### src/rtl/zone_flap_detector.sv
// Per-strip dark-pixel counter with a frame-end max/min scan that drives a qualified flap output.
// Optional feature macro FLAP_HYST_EN: enable clears below DIFF_OFF instead of below DIFF_ON.
module zone_flap_detector #(
    parameter int unsigned H_ACTIVE    = 200,
    parameter int unsigned V_ACTIVE    = 164,
    parameter int unsigned NUM_ZONES   = 2,
    parameter int unsigned MARGIN      = 5,
    parameter int unsigned LUMA_THRESH = 128,
    parameter int unsigned CNT_W       = 15,
    parameter int unsigned DIFF_ON     = 2000,
    parameter int unsigned DIFF_OFF    = 1000,
    parameter int unsigned HOLD_FRAMES = 2,
    parameter int unsigned TRIG_ZONE   = 1
) (
    input  logic                         clk,
    input  logic                         rst,
    input  logic                         pix_valid,
    input  logic [10:0]                  x_pos,
    input  logic [10:0]                  y_pos,
    input  logic [7:0]                   data_in,
    output logic                         birdfly_enable,
    output logic                         flap_pulse,
    output logic [$clog2(NUM_ZONES)-1:0] active_zone,
    output logic [CNT_W-1:0]             max_count,
    output logic [CNT_W-1:0]             diff_value,
    output logic                         frame_done,
    output logic                         overrun
);
    localparam int unsigned ZW = H_ACTIVE / NUM_ZONES;
    localparam int unsigned ZB = $clog2(NUM_ZONES);
    localparam int unsigned HW = $clog2(HOLD_FRAMES + 1);

    localparam logic [10:0]       X_LO     = 11'(MARGIN);
    localparam logic [10:0]       X_HI     = 11'(H_ACTIVE - MARGIN);
    localparam logic [10:0]       Y_LO     = 11'(MARGIN);
    localparam logic [10:0]       Y_HI     = 11'(V_ACTIVE - MARGIN);
    localparam logic [10:0]       X_END    = 11'(H_ACTIVE - 1);
    localparam logic [10:0]       Y_END    = 11'(V_ACTIVE - 1);
    localparam logic [7:0]        LUMA_T   = 8'(LUMA_THRESH);
    localparam logic [ZB-1:0]     LAST_IDX = ZB'(NUM_ZONES - 1);
    localparam logic [ZB-1:0]     TRIG_IDX = ZB'(TRIG_ZONE);
    localparam logic [CNT_W-1:0]  ON_T     = CNT_W'(DIFF_ON);
`ifdef FLAP_HYST_EN
    localparam logic [CNT_W-1:0]  CLR_T    = CNT_W'(DIFF_OFF);
`else
    localparam logic [CNT_W-1:0]  CLR_T    = CNT_W'(DIFF_ON);
`endif
    localparam logic [HW:0]       HOLD_T   = (HW + 1)'(HOLD_FRAMES);

    typedef enum logic [1:0] {IDLE, EVAL, DECIDE} state_t;

    state_t                state, state_n;
    logic                  frame_end, frame_end_q, dark_in, decide;
    logic [NUM_ZONES-1:0]  hit;
    logic [CNT_W-1:0]      cnt  [NUM_ZONES];
    logic [CNT_W-1:0]      snap [NUM_ZONES];
    logic [ZB-1:0]         idx, scan_arg;
    logic [CNT_W-1:0]      scan_max, scan_min, diff;
    logic [HW-1:0]         hold_cnt, hold_n;
    logic [HW:0]           hold_inc;
    logic                  trig_hit, qual, en_n;

    function automatic logic [CNT_W-1:0] sat_inc(input logic [CNT_W-1:0] c, input logic h);
        return (h && (c != '1)) ? c + 1'b1 : c;
    endfunction

    assign frame_end = pix_valid && (x_pos == X_END) && (y_pos == Y_END);
    assign dark_in   = pix_valid && (data_in < LUMA_T) &&
                       (x_pos >= X_LO) && (x_pos < X_HI) &&
                       (y_pos >= Y_LO) && (y_pos < Y_HI);

    always_comb begin
        hit = '0;
        for (int unsigned z = 0; z < NUM_ZONES; z++) begin
            hit[z] = dark_in && (x_pos >= 11'(z * ZW)) && (x_pos < 11'((z + 1) * ZW));
        end
    end

    always_ff @(posedge clk) begin
        if (rst) begin
            for (int unsigned z = 0; z < NUM_ZONES; z++) begin
                cnt[z]  <= '0;
                snap[z] <= '0;
            end
        end else begin
            for (int unsigned z = 0; z < NUM_ZONES; z++) begin
                if (frame_end) begin
                    snap[z] <= sat_inc(cnt[z], hit[z]);
                    cnt[z]  <= '0;
                end else begin
                    cnt[z]  <= sat_inc(cnt[z], hit[z]);
                end
            end
        end
    end

    always_ff @(posedge clk) begin
        if (rst) state <= IDLE;
        else     state <= state_n;
    end

    // frame_end_q is a one-cycle capture stage; any frame end seen while it is set or
    // while scanning/deciding aborts the frame in flight and restarts the scan.
    always_comb begin
        state_n = state;
        decide  = 1'b0;
        case (state)
            IDLE:   state_n = IDLE;
            EVAL:   if (idx == LAST_IDX) state_n = DECIDE;
            DECIDE: begin
                state_n = IDLE;
                decide  = !frame_end && !frame_end_q;
            end
            default: state_n = IDLE;
        endcase
        if (frame_end_q) state_n = EVAL;
    end

    always_comb begin
        diff     = scan_max - scan_min;
        trig_hit = (scan_arg == TRIG_IDX);
        qual     = trig_hit && (diff >= ON_T);
        hold_inc = {1'b0, hold_cnt} + 1'b1;
        hold_n   = '0;
        en_n     = birdfly_enable;
        if (qual) begin
            hold_n = (hold_inc >= HOLD_T) ? HOLD_T[HW-1:0] : hold_inc[HW-1:0];
            if (hold_inc >= HOLD_T) en_n = 1'b1;
        end else if (!trig_hit || (diff < CLR_T)) begin
            en_n = 1'b0;
        end
    end

    always_ff @(posedge clk) begin
        if (rst) begin
            frame_end_q    <= 1'b0;
            idx            <= '0;
            scan_max       <= '0;
            scan_min       <= '0;
            scan_arg       <= '0;
            hold_cnt       <= '0;
            birdfly_enable <= 1'b0;
            flap_pulse     <= 1'b0;
            active_zone    <= '0;
            max_count      <= '0;
            diff_value     <= '0;
            frame_done     <= 1'b0;
            overrun        <= 1'b0;
        end else begin
            frame_end_q <= frame_end;
            frame_done  <= 1'b0;
            flap_pulse  <= 1'b0;
            if (frame_end && ((state != IDLE) || frame_end_q)) overrun <= 1'b1;

            if (frame_end_q) begin
                idx <= '0;
            end else if (state == EVAL) begin
                idx <= (idx == LAST_IDX) ? '0 : idx + 1'b1;
                if (idx == '0) begin
                    scan_max <= snap[idx];
                    scan_min <= snap[idx];
                    scan_arg <= '0;
                end else begin
                    // strict compare keeps the lowest index on ties
                    if (snap[idx] > scan_max) begin
                        scan_max <= snap[idx];
                        scan_arg <= idx;
                    end
                    if (snap[idx] < scan_min) scan_min <= snap[idx];
                end
            end

            if (decide) begin
                hold_cnt       <= hold_n;
                birdfly_enable <= en_n;
                flap_pulse     <= en_n & ~birdfly_enable;
                active_zone    <= scan_arg;
                max_count      <= scan_max;
                diff_value     <= diff;
                frame_done     <= 1'b1;
            end
        end
    end
endmodule

### config.mk
export PLATFORM = sky130hd
export DESIGN_NAME = zone_flap_detector
export DESIGN_NICKNAME = d
export VERILOG_FILES = /design/src/rtl/zone_flap_detector.sv
export SDC_FILE = /design/constraint.sdc
export NUM_CORES = 1
export LEC_CHECK = 0
export BUFFER_PORTS_ARGS = -buffer_cell sky130_fd_sc_hd__buf_2
export CORE_ASPECT_RATIO = 0.75
export CORE_MARGIN = 2
export CORE_UTILIZATION = 54
export CTS_CLUSTER_DIAMETER = 50
export DETAILED_ROUTE_END_ITERATION = 12
export PLACE_DENSITY_LB_ADDON = 0.25
export SLEW_MARGIN = 5
export SYNTH_ARGS = -nofsm -noshare
export SYNTH_HDL_FRONTEND = slang
export SYNTH_SLANG_ARGS = --single-unit
### constraint.sdc
create_clock -name clk -period 2.91 [get_ports clk]
set_input_delay 0.582 -clock clk [delete_from_list [all_inputs] [get_ports clk]]
set_output_delay 0.582 -clock clk [all_outputs]
set_load 0.01 [all_outputs]
# == Yosys cells after proc, flatten, opt, wreduce, memory -nomap -nowiden ==
# Memories as Yosys holds them, arrays and structs flattened. A register that Yosys moved wholly into a read port is not among the register bits.
# Cells that the tools add are included.
# word_totals
in_bits,33
ram_bits,60
elab_cells,118
register_bits,72
mem_count,2
# mem_list
name,words,width,read_ports,rd_ports_with_merged_regs,wr,line_no,source
cnt,2,15,2,0,2,55,logic [CNT_W-1:0] cnt [NUM_ZONES];
snap,2,15,1,1,2,56,logic [CNT_W-1:0] snap [NUM_ZONES];
# classes
n_reduce_logical,27
n_lt_le_gt_ge,14
n_mux,35
n_addsub,5
n_bitwise,11
eq_ne,9
# ops
op,count
$mux 15,12
$lt 11x8->1 const B,3
$add 15x1->15 const B,2
$ne 15x15->1 const B,2
$eq 11x8->1 const B,2
$ge 11x3->1 const B,2
$mux 1,21
$logic_and 1x1->1,16
$ge 15x11->1 const B,1
$gt 15x15->1,1
$lt 15x11->1 const B,1
$lt 15x15->1,1
$sub 15x15->15,1
$ge 11x1->1 const B,1
$ge 11x7->1 const B,1
$lt 11x7->1 const B,1
$lt 8x8->1 const B,1
$or 1x1->1,6
$reduce_and 3->1,2
$mux 2,2
$ne 2x1->1 const B,2
$not 1->1,4
$reduce_or 2->1,2
$add 2x1->3 const B,1
other kinds (10),13

# == Longest topological paths before layout ==
# Gate-level depths: netlist (run 1).
# depth
word_depth,11
depth_mapped,13

# == Least setup slack after synthesis (run 1) ==
# OpenSTA, ideal clock, no wires.
# synth_timing
kind,input-to-reg
from,input x_pos[5]
to,memory snap[0][0] (enable)
slack_ns,-0.226
arrival_time_ns,2.729
required_ns,2.504
n_path_buf,1
stages,5
setup_ns,0.406
cell_sequence,nor3_1 > nand3_1 > or4_1 > nand2b_1 > buf_1
# synth_rtl
item,line_no,source
start: declaration,18,"input logic [10:0] x_pos,"
end: declaration,56,

==> out/results.tsv, run 1 <==
metric	value	unit
gr usage total	23.8	%
max incr delay on CP	0.39	ns
Ports	68	
via count	5716	
die width	136	um
Async SR Flop Fraction	0	%
htree depth	4	
worst reg-to-reg path cell count	10	
postcts setup bufs	0	
clock buffer depth	2	
Main synth FF type	dfxtp_1	
largest net degree at the start of global routing	73	
worst hold path endpoint	flap_pulse$_SDFF_PP0_	
Die Y	103	um
placed cells	998	
WP data required	3.23	ns
Nets	925	
P&R area growth vs syn	19.5	%
clock net sink count	133	
CTS tree	done	
crit path max-delay cell type	mux2_2	
Routed Antenna Nets	0	
Hold WS	0.448	ns
CP Cell Sequence	mux2_2, ha_1, a21o_1, a21o_1, a2111oi_2, o21ai_2, o22ai_2, a21oi_2, buf_4, a211oi_1	
Syn Area/Cell	9.43	um^2
Setup CP Type	reg2reg	
router iterations before antenna repair	5	
final std cells w/o fill	1030	
final hold violation count	0	
TritonCTS Buffers	17	
most used cell, CP	a21o_1	
Design Power	0.00433	W
max frequency	0.360	GHz
final setup fails	0	
Hold/Removal Path Class	reg2reg	
CORE AREA	12900	um^2
Max IR drop VDD	0.391	mV
Period Utilization, post-route	95.5	%
number of distinct library cells after synthesis	64	
family with the most delay on the worst path	compound AO/OA/AOI/OAI gates	
clock root cell	clkbuf_16	
sequential cell area fraction in the yosys report	46.1	%
Max FO, Critical Path	18	
crit path time final	2.78	ns
clk_lat worst skew	0.42	ns
Fin Setup TNS	0	ns
gate count after technology mapping	751	
CP Launch Type	flip-flop	
Worst Skew	0.00878	ns
total grt overflow	0	
1st-iter DRT viols	417	
Hold Buf Count CTS	0	
clock transition at the registers of the reported paths	0.06	ns
std cell rows	36	
net switching power	0.000968	W
Worst Setup End Kind	flip-flop	
Worst slew margin	48.8	%
Crit path arrival time	3.10	ns
Pint	0.00336	W
worst r2r dst	scan_min[10]$_SDFFE_PP0P_	
dpl hpwl	11.5	mm
source of the worst hold timing path	birdfly_enable$_SDFFE_PP0P_	
Post-synth EDFFs	60	
status	finished, final reports clean	
RSZ-0062 raised after global routing	yes	
ant diodes	0	
combinational fraction of design power	4.1	%
Slew Viols, Final	0	
Synth warnings	0	
sw frac	22.4	%
Flop pwr share	46.6	%
vias in the first global route	5314	
first-pass GRT wire length	25.7	mm
drt drc	0	
number of max-cap violations	0	
Initial Utilization	55.0	%
Clk network pwr share	49.3	%
Worst-Margin Slew	0.764	ns
final wirelength	16.3	mm
initial antenna violation count	0	
#FFs+latches synth	133	
post-synthesis instance area	7080	um^2
Port Buffers	60	
Reg2Reg Setup Slack	0.13	ns
Pwr Density	512	nW/um^2
Vias/cell	5.55	
hold path depth	1	
worst path bufs/invs	1	
routed len/inst	15.8	um
GPL Wtd Cong	0.863	
Leakage	3.37	nW
share of cells above drive strength 1	19.8	%
die area	14100	um^2
power by group through the flow:
| stage | Clock [W] | Combinational, W | Sequential (W) |
|---|---|---|---|
| after floorplan | 0 | 0.000112 | 0.00205 |
| after global placement | 0 | 0.000160 | 0.00205 |
| after detailed placement | 0 | 0.000167 | 0.00206 |
| after CTS | 0.00216 | 0.000170 | 0.00202 |
| after global routing | 0.00224 | 0.000195 | 0.00202 |
| final | 0.00214 | 0.000176 | 0.00202 |
metrics by stage:
stage,utilization (%),worst slack (ns),instance area (um^2)
floorplan,-,0.0494,7200
global placement,60.3,0.0784,7760
detailed placement,60.3,-0.0259,7760
CTS,65.0,0.00828,8380
global route,65.7,-0.0195,8460
finish,65.7,0.132,8460
kinds of logic after synthesis:
group | after synthesis | share of synthesized area, %
buffers and inverters | 76 | 4.40
other | 1 | 0.0530
AND/OR/NAND/NOR | 293 | 19.8
flip-flops | 133 | 46.1
adder cells (fa/ha/maj) | 46 | 8.23
AO/OA/AOI/OAI | 132 | 12.0
multiplexers | 31 | 4.63
XOR/XNOR | 39 | 4.82
state kept, by name (all words and copies together), names as in the netlist, 2 cells and up, named ones only:
name	cells
snap	30
max_count	15
state	2
scan_max	15
scan_min	15
diff_value	15
cnt	30
hold_cnt	2
worst max path at each step:
stage / from / to / slack [ns] / cells past startpoint
after floorplan: flip-flop / scan_min[10]$_SDFFE_PP0P_ / 0.05 / 12
after global placement: flip-flop / scan_max[12]$_SDFFE_PP0P_ / 0.08 / 12
after detailed placement: flip-flop / scan_max[11]$_SDFFE_PP0P_ / -0.03 / 12
after CTS: flip-flop / scan_min[13]$_SDFFE_PP0P_ / 0.008 / 11
after global routing: flip-flop / scan_max[8]$_SDFFE_PP0P_ / -0.02 / 12
final: flip-flop / scan_min[10]$_SDFFE_PP0P_ / 0.13 / 10
final cells by class:
type	count	area (um^2)
clock inverter	13	129
sequential	133	3260
multi-input combinational	571	3730
fill	1043	4420
timing repair buffer	84	522
clock buffer	19	453
inverter	39	146
tap	171	214
synth_stat cells, types with 2 or more instances:
| master | instances | share of area [%] |
|---|---|---|
| o21ai_0 | 17 | 1.2 |
| and4_1 | 7 | 0.87 |
| a21o_1 | 7 | 0.74 |
| o311ai_0 | 2 | 0.25 |
| and3_1 | 7 | 0.62 |
| or3_1 | 2 | 0.18 |
| nor3_4 | 2 | 0.46 |
| mux2_2 | 14 | 2.2 |
| inv_1 | 39 | 2.1 |
| a211oi_1 | 22 | 2.3 |
| nand4_1 | 8 | 0.71 |
| nand2b_1 | 7 | 0.62 |
| nor4_2 | 2 | 0.35 |
| buf_6 | 2 | 0.32 |
| nand3_1 | 16 | 1.1 |
| or2_2 | 4 | 0.35 |
| xnor2_1 | 22 | 2.7 |
| nor2b_1 | 5 | 0.44 |
| a21oi_1 | 47 | 3.3 |
| mux2i_1 | 17 | 2.4 |
| buf_2 | 8 | 0.57 |
| ha_1 | 45 | 8.0 |
| o211ai_1 | 3 | 0.32 |
| edfxtp_1 | 60 | 25 |
| buf_1 | 3 | 0.16 |
| o31ai_1 | 4 | 0.42 |
| nor3_2 | 3 | 0.42 |
| clkbuf_1 | 23 | 1.2 |
| nor2_1 | 128 | 6.8 |
| nand2_1 | 64 | 3.4 |
| and2_1 | 5 | 0.44 |
| a311oi_1 | 2 | 0.25 |
| nor4_1 | 4 | 0.35 |
| o2111ai_1 | 2 | 0.25 |
| a31o_2 | 2 | 0.25 |
| xor2_1 | 17 | 2.1 |
| dfxtp_1 | 73 | 21 |
| nand3b_1 | 3 | 0.32 |
| o22ai_1 | 2 | 0.18 |
| a2111oi_0 | 2 | 0.25 |
| a21boi_0 | 2 | 0.21 |
| o21a_1 | 7 | 0.74 |
| nor3_1 | 19 | 1.3 |
cell usage in the layout (no fill, tap or decap), types with 8 or more instances in the layout:
| master | netlist | layout |
|---|---|---|
| o21ai_0 | 17 | 15 |
| buf_4 | 0 | 20 |
| xor2_1 | 17 | 17 |
| xnor2_1 | 22 | 22 |
| a21oi_1 | 47 | 46 |
| nor2_1 | 128 | 126 |
| nand4_1 | 8 | 8 |
| ha_1 | 45 | 45 |
| conb_1 | 1 | 30 |
| inv_1 | 39 | 39 |
| nand2_1 | 64 | 64 |
| nor3_1 | 19 | 18 |
| nand3_1 | 16 | 16 |
| clkbuf_16 | 0 | 17 |
| edfxtp_1 | 60 | 60 |
| buf_2 | 8 | 60 |
| mux2i_1 | 17 | 17 |
| mux2_2 | 14 | 13 |
| dfxtp_1 | 73 | 72 |
| a211oi_1 | 22 | 19 |
repair_timing:
action                                 in CTS  in global routing
gates resized for setup                     8                 20
setup endpoints to repair                  28                 35
endpoints found under the hold margin       0                  0
pin swaps                                   1                  6
per-layer routing:
| layer | wire, um | track usage, % | vias to the layer above |
|---|---|---|---|
| li1 | - | - | 2817 |
| met1 | 7790 | 32.8 | 2728 |
| met2 | 7490 | 38.1 | 152 |
| met3 | 844 | 4.82 | 19 |
| met4 | 159 | 7.37 | 0 |
| met5 | 0 | 0 | - |
No activity file was read; power rests on OpenSTA's default activity.
==> run 2: changes to the inputs <==
--- a/config.mk
+++ b/config.mk
@@ -5,10 +5,11 @@
 export SDC_FILE = /design/constraint.sdc
 export NUM_CORES = 1
 export LEC_CHECK = 0
+export ABC_AREA = 1
 export BUFFER_PORTS_ARGS = -buffer_cell sky130_fd_sc_hd__buf_2
 export CORE_ASPECT_RATIO = 0.75
 export CORE_MARGIN = 2
-export CORE_UTILIZATION = 54
+export CORE_UTILIZATION = 55
 export CTS_CLUSTER_DIAMETER = 50
 export DETAILED_ROUTE_END_ITERATION = 12
 export PLACE_DENSITY_LB_ADDON = 0.25
==> run 2 against run 1 <==
  * Synthesized area grew 12%
  * Via count up 22%
  * Register-to-register slack improved by 0.12 ns
  * Clock power barely moved
  * First-iteration DRC count grew 48%
  * Combinational power rose by 30%
  * Utilization is 0.29 points lower
  * Maximum frequency rose by 4.5%
  * Critical path type unchanged
  * Worst setup slack improved by 0.12 ns
==> out/results.tsv, run 2 <==
metric	value	unit	change
status	finished, final reports clean		
dpl hpwl	13.5	mm	+17%
max frequency	0.376	GHz	+4.5%
RSZ-0062 raised after global routing	no		
first-pass GRT wire length	30.4	mm	+18%
final wirelength	18.3	mm	+12%
ant diodes	0		unchanged
post-synthesis xor/xnor area fraction	2.11	%	-2.7 points
via count	6988		+22%
Vias/cell	5.29		-4.7%
Top Registers	cnt: 30 flops, snap: 30 flops		
CTS tree	done		
main combinational cell family by area after synthesis	simple AND/OR/NAND/NOR gates		
Main synth FF type	dfxtp_1		
P&R area growth vs syn	14.9	%	
top cell type's share of synthesized area	22.8	%	-2.6 points
die area	15400	um^2	+9.3%
Synth warnings	0		unchanged
crit path time final	2.66	ns	-0.120 ns
CORE AREA	13900	um^2	+7.8%
number of max-cap violations	0		unchanged
Max IR drop VDD	0.453	mV	+16%
source of the worst hold timing path	overrun$_SDFFE_PP0P_		
Post-synth EDFFs	60		unchanged
total grt overflow	0		unchanged
synth top area cells	edfxtp_1 (23%), dfxtp_1 (18%), nand2_1 (11%)		
Setup CP Type	reg2reg		
worst reg-to-reg path cell count	13		+3
1st-iter DRT viols	617		+48%
drt drc	0		unchanged
PostCTS Resize Cnt	0		-8
post-synthesis instance area	7900	um^2	+12%
Pwr Density	487	nW/um^2	-4.9%
Synth Area in Adders	7.38	%	-0.86 points
Worst Setup End Kind	flip-flop		
most common cell after layout, fill and taps aside	nand2_1		
Worst-Margin Slew	0.825	ns	+0.0612 ns
CP Launch Type	flip-flop		
final setup fails	0		unchanged
Worst slew margin	44.9	%	-3.9 points
number of distinct library cells after synthesis	50		-22%
Hold/Removal Path Class	reg2reg		
worst hold path endpoint	overrun$_SDFFE_PP0P_		
Initial Utilization	56.9	%	+1.9 points
share of cells above drive strength 1	12.5	%	-7.3 points
Worst Skew	0.00840	ns	-0.000371 ns
Crit path arrival time	2.97	ns	-0.13 ns
router iterations before antenna repair	5		unchanged
die width	142	um	+4.5%
WP data required	3.22	ns	about the same
Post-synth top cells	nand2_1 (234), inv_1 (146), a21oi_1 (106), nor2_1 (103), dfxtp_1 (73)		
Async SR Flop Fraction	0	%	unchanged
gr usage total	25.3	%	+1.5 points
commonest non-fill, non-tap cells in the layout	nand2_1 (233), inv_1 (146), a21oi_1 (106)		
clock buffer depth	2		unchanged
count leader, synth	nand2_1		
clk_lat worst skew	0.42	ns	about the same
Design Area, Final	9080	um^2	+7.3%
std cell rows	37		+2.8%
Nets	1212		+31%
Ports	68		unchanged
postcts setup bufs	0		unchanged
GPL Wtd Cong	0.938		+8.7%
Fin Setup TNS	0	ns	unchanged
Port Buffers	60		unchanged
Leakage	4.09	nW	+21%
Routed Antenna Nets	0		unchanged
Syn Area/Cell	7.56	um^2	-20%
mux cell area share after synthesis	0.887	%	-3.7 points
vias in the first global route	6334		+19%
initial antenna violation count	0		unchanged
htree depth	4		unchanged
Fillers	1224		+17%
Placed Area	8490	um^2	+9.4%
gate count after technology mapping	1045		+39%
final hold violation count	0		unchanged
synthesized-area fraction occupied by and/or/nand/nor cells	26.7	%	+7.0 points
clock root cell	clkbuf_16		
post-synthesis compound-gate area fraction	12.4	%	+0.43 points
largest net degree at the start of global routing	64		-12%
worst r2r dst	scan_max[3]$_SDFFE_PP0P_		
Hold Buf Count CTS	0		unchanged
Period Utilization, post-route	91.4	%	-4.1 points
routed len/inst	13.8	um	-12%
clock net sink count	133		unchanged
clock transition at the registers of the reported paths	0.06	ns	about the same
sequential cell area fraction in the yosys report	41.3	%	-4.8 points
TritonCTS Buffers	17		unchanged
Die Y	108	um	+4.5%
Synth area leader	edfxtp_1		
#FFs+latches synth	133		unchanged
hold path depth	2		+1
Max FO, Critical Path	23		+5
Slew Viols, Final	0		unchanged
Reg2Reg Setup Slack	0.25	ns	+0.12 ns
-- run 2: changes by cell type after synthesis, moves of 10 or more --
cell | previous run | this run
xnor2_1 | 22 | 7
nand2_2 | 0 | 15
o21ai_0 | 17 | 53
nor2_1 | 128 | 103
a21oi_1 | 47 | 106
nand3_1 | 16 | 55
a211oi_1 | 22 | 2
mux2i_1 | 17 | 7
inv_1 | 39 | 146
mux2_2 | 14 | 0
nand2_1 | 64 | 234
-- run 2: stage by stage --
stage | worst slack [ns] | total power (W) | hold slack, ns | std cells | utilization (%)
6_report | 0.251 | 0.00442 | 0.456 | 1321 | 65.4
5_1_grt | 0.0404 | 0.00457 | 0.474 | 1321 | 65.4
4_1_cts | 0.259 | 0.00443 | 0.461 | 1321 | 65.4
3_5_place_dp | 0.273 | 0.00229 | 0.445 | 1289 | 61.1
3_3_place_gp | 0.309 | 0.00228 | 0.449 | 1289 | 61.1
2_1_floorplan | 0.248 | 0.00221 | 0.424 | 1074 | -
-- run 2: how the worst max path moves through the flow --
stage,from,endpoint,depth (start not counted)
2_1_floorplan,x_pos[9],snap[0][0]$_SDFFCE_PN0P_,6
6_report,flip-flop,scan_max[3]$_SDFFE_PP0P_,13
5_1_grt,flip-flop,scan_max[5]$_SDFFE_PP0P_,15
3_3_place_gp,flip-flop,scan_max[2]$_SDFFE_PP0P_,13
3_5_place_dp,flip-flop,scan_max[3]$_SDFFE_PP0P_,13
4_1_cts,flip-flop,scan_max[3]$_SDFFE_PP0P_,13
-- run 2: power by group --
| part | total, W | internal [W] | switching [W] |
|---|---|---|---|
| Clock | 0.00217 | 0.00134 | 0.000831 |
| Combinational | 0.000229 | 0.0000757 | 0.000153 |
| Sequential | 0.00202 | 0.00199 | 0.0000295 |
-- run 2: cell type report --
class / count / area, um^2 / share of cell area (%)
clock buffers: 18 / 429 / 4.73
flip-flops and latches: 133 / 3260 / 35.9
repair buffers: 69 / 405 / 4.46
clock inverters: 14 / 159 / 1.75
well taps: 175 / 219 / 2.41
inverters: 152 / 576 / 6.34
multi-input cells: 760 / 4030 / 44.4
-- run 2: per-layer routing --
layer	global-route usage [%]	part of all wire [%]	vias to the layer above
met2	37.3	42	194
met1	37.8	50	3193
li1	-	-	3587
met5	0	0	-
met4	5.52	0.86	0
met3	5.78	6.8	14
-- run 2: cells by family after synthesis --
family / Yosys count
compound gates: 182
fa+ha+maj: 46
flops: 133
other cells: 1
simple gates: 476
mux: 7
xor+xnor: 19
buf+inv: 181
-- run 2: critical path: stages, from the launching register on --
cell and delay [ns]:
dfxtp_1 0.32, buf_12 0.16, o21ai_0 0.30, inv_1 0.13
ha_1 0.29, inv_1 0.05, nor3_1 0.25, nand2_1 0.13
o31a_1 0.29, nand2_1 0.08, nand2_1 0.08, buf_4 0.23
o21ai_0 0.17, nor2_1 0.06
==> run 3: changes to the inputs <==
--- a/config.mk
+++ b/config.mk
@@ -8,7 +8,7 @@
 export ABC_AREA = 1
 export BUFFER_PORTS_ARGS = -buffer_cell sky130_fd_sc_hd__buf_2
 export CORE_ASPECT_RATIO = 0.75
-export CORE_MARGIN = 2
+export CORE_MARGIN = 5
 export CORE_UTILIZATION = 55
 export CTS_CLUSTER_DIAMETER = 50
 export DETAILED_ROUTE_END_ITERATION = 12
==> run 3 against run 2 <==
  * Combinational power is essentially flat
  * Worst hold slack about the same
  * Power increased by 3.2%
  * Critical path type unchanged
==> out/results.tsv, run 3 (synthesis results as in run 2) <==
metric	value	unit	change
most used cell, CP	nand2_1		
max frequency	0.384	GHz	+2.0%
commonest non-fill, non-tap cells in the layout	nand2_1 (233), inv_1 (146), a21oi_1 (106)		
Most Crowded Layer GR	met2		
final wirelength	18.5	mm	+1.2%
routed len/inst	13.9	um	+0.56%
status	finished, final reports clean		
Top Registers	cnt: 30 flops, snap: 30 flops		
Worst slew margin	43.3	%	-1.6 points
Ports	68		unchanged
Period Utilization, post-route	89.5	%	-1.8 points
router iterations before antenna repair	5		unchanged
Pwr Density	498	nW/um^2	+2.4%
Nets	1216		+0.33%
Hold/Removal Path Class	reg2reg		
Worst Skew	0.00881	ns	+0.000408 ns
Fin Setup TNS	0	ns	unchanged
clock root cell	clkbuf_16		
number of max-cap violations	0		unchanged
1st-iter DRT viols	706		+14%
die width	148	um	+4.2%
Worst-Margin Slew	0.850	ns	+0.0248 ns
multi-input logic area	4030	um^2	unchanged
FF/Latch Area	3260	um^2	unchanged
CTS tree	done		
Crit path arrival time	2.96	ns	about the same
postcts setup bufs	0		unchanged
Hold Buf Count CTS	0		unchanged
P&R area growth vs syn	15.8	%	
Routed Antenna Nets	0		unchanged
CORE AREA	14300	um^2	+2.7%
Hold WS	0.457	ns	+0.000432 ns
gr usage total	23.0	%	-2.3 points
GPL Wtd Cong	0.905		-3.6%
Fillers	1258		+2.8%
share of cells above drive strength 1	13.0	%	+0.57 points
TritonCTS Buffers	17		unchanged
htree depth	4		unchanged
Leakage	4.14	nW	+1.3%
family with the most delay on the worst path	simple AND/OR/NAND/NOR gates		
final hold violation count	0		unchanged
met3 Usage GRT	3.81	%	-2.0 points
Max FO, Critical Path	23		unchanged
Initial Utilization	55.4	%	-1.5 points
via count	7001		+0.19%
std cell rows	38		+2.7%
crit path max-delay cell type	dfxtp_1		
clock transition at the registers of the reported paths	0.06	ns	about the same
CP Cell Sequence	buf_12, o21ai_0, inv_1, ha_1, nand2_1, nor3_1, nand2_1, o31a_1, nand2_1, nand2_1, buf_4, nand2_1, nand2_1, nor2_1		
Max IR drop VDD	0.433	mV	-4.3%
final setup fails	0		unchanged
met2 Resource Use GR	34.6	%	-2.6 points
total grt overflow	0		unchanged
Port Buffers	60		unchanged
largest net degree at the start of global routing	64		unchanged
drt drc	0		unchanged
Die Y	114	um	+5.6%
Vias/cell	5.26		-0.49%
Setup CP Type	reg2reg		
most common cell after layout, fill and taps aside	nand2_1		
WP data required	3.27	ns	+0.05 ns
CP Launch Type	flip-flop		
Worst Setup End Kind	flip-flop		
dpl hpwl	13.8	mm	+1.9%
crit path time final	2.61	ns	-0.0531 ns
max incr delay on CP	0.32	ns	about the same
first-pass GRT wire length	31.2	mm	+2.8%
clock buffer depth	2		unchanged
ant diodes	0		unchanged
RSZ-0062 raised after global routing	no		
clock net sink count	133		unchanged
Slew Viols, Final	0		unchanged
clk_lat worst skew	0.42	ns	about the same
die area	16900	um^2	+10%
utilization after layout	64.2	%	-1.2 points
GRT met1 Usage	33.7	%	-4.1 points
worst path bufs/invs	3		-1
initial antenna violation count	0		unchanged
vias in the first global route	6587		+4.0%
[run 3: layer usage]
layer	wire length [um]	share of wire (%)
met1	9160	49
met4	266	1.4
met2	7970	43
met5	0	0
met3	1120	6.1
[run 3: path summary, 6_finish.rpt]
check / endpoint / slack [ns] / cells past startpoint / start
worst max-delay path: scan_max[1]$_SDFFE_PP0P_ / 0.30 / 14 / flip-flop
worst min register to register: state[1]$_SDFFE_PP0P_ / 0.46 / 1 / frame_end_q$_SDFF_PP0_
worst min-delay path: state[1]$_SDFFE_PP0P_ / 0.46 / 1 / frame_end_q$_SDFF_PP0_
worst max register to register: scan_max[1]$_SDFFE_PP0P_ / 0.30 / 14 / flip-flop
[run 3: final cells by class]
class / count / area share, %
Clock buffer: 25 / 5.73
Clock inverter: 7 / 1.24
Inverter: 152 / 6.29
Multi-Input combinational cell: 760 / 44.0
Sequential cell: 133 / 35.6
Tap cell: 180 / 2.46
Timing Repair Buffer: 73 / 4.62
[run 3: repair_timing]
action,CTS,global route
resized for setup,0,1
hold endpoints to repair,0,0
endpoints found under the setup margin,0,1
[run 3: metrics by stage]
step	worst slack [ns]	total power, W	cells	cell area (um^2)
after floorplan	0.248	0.00221	1074	8010
after global placement	0.346	0.00228	1298	8520
after detailed placement	0.307	0.00229	1298	8520
after CTS	0.259	0.00458	1330	9150
after global routing	0.0219	0.00471	1330	9150
final	0.304	0.00456	1330	9150
[run 3: report_power, final]
part / total [W] / switching (W) / internal, W
sequential: 0.00202 / 0.0000306 / 0.00199
combinational: 0.000228 / 0.000152 / 0.0000768
clock: 0.00231 / 0.000802 / 0.00151
total: 0.00456 / 0.000984 / 0.00358
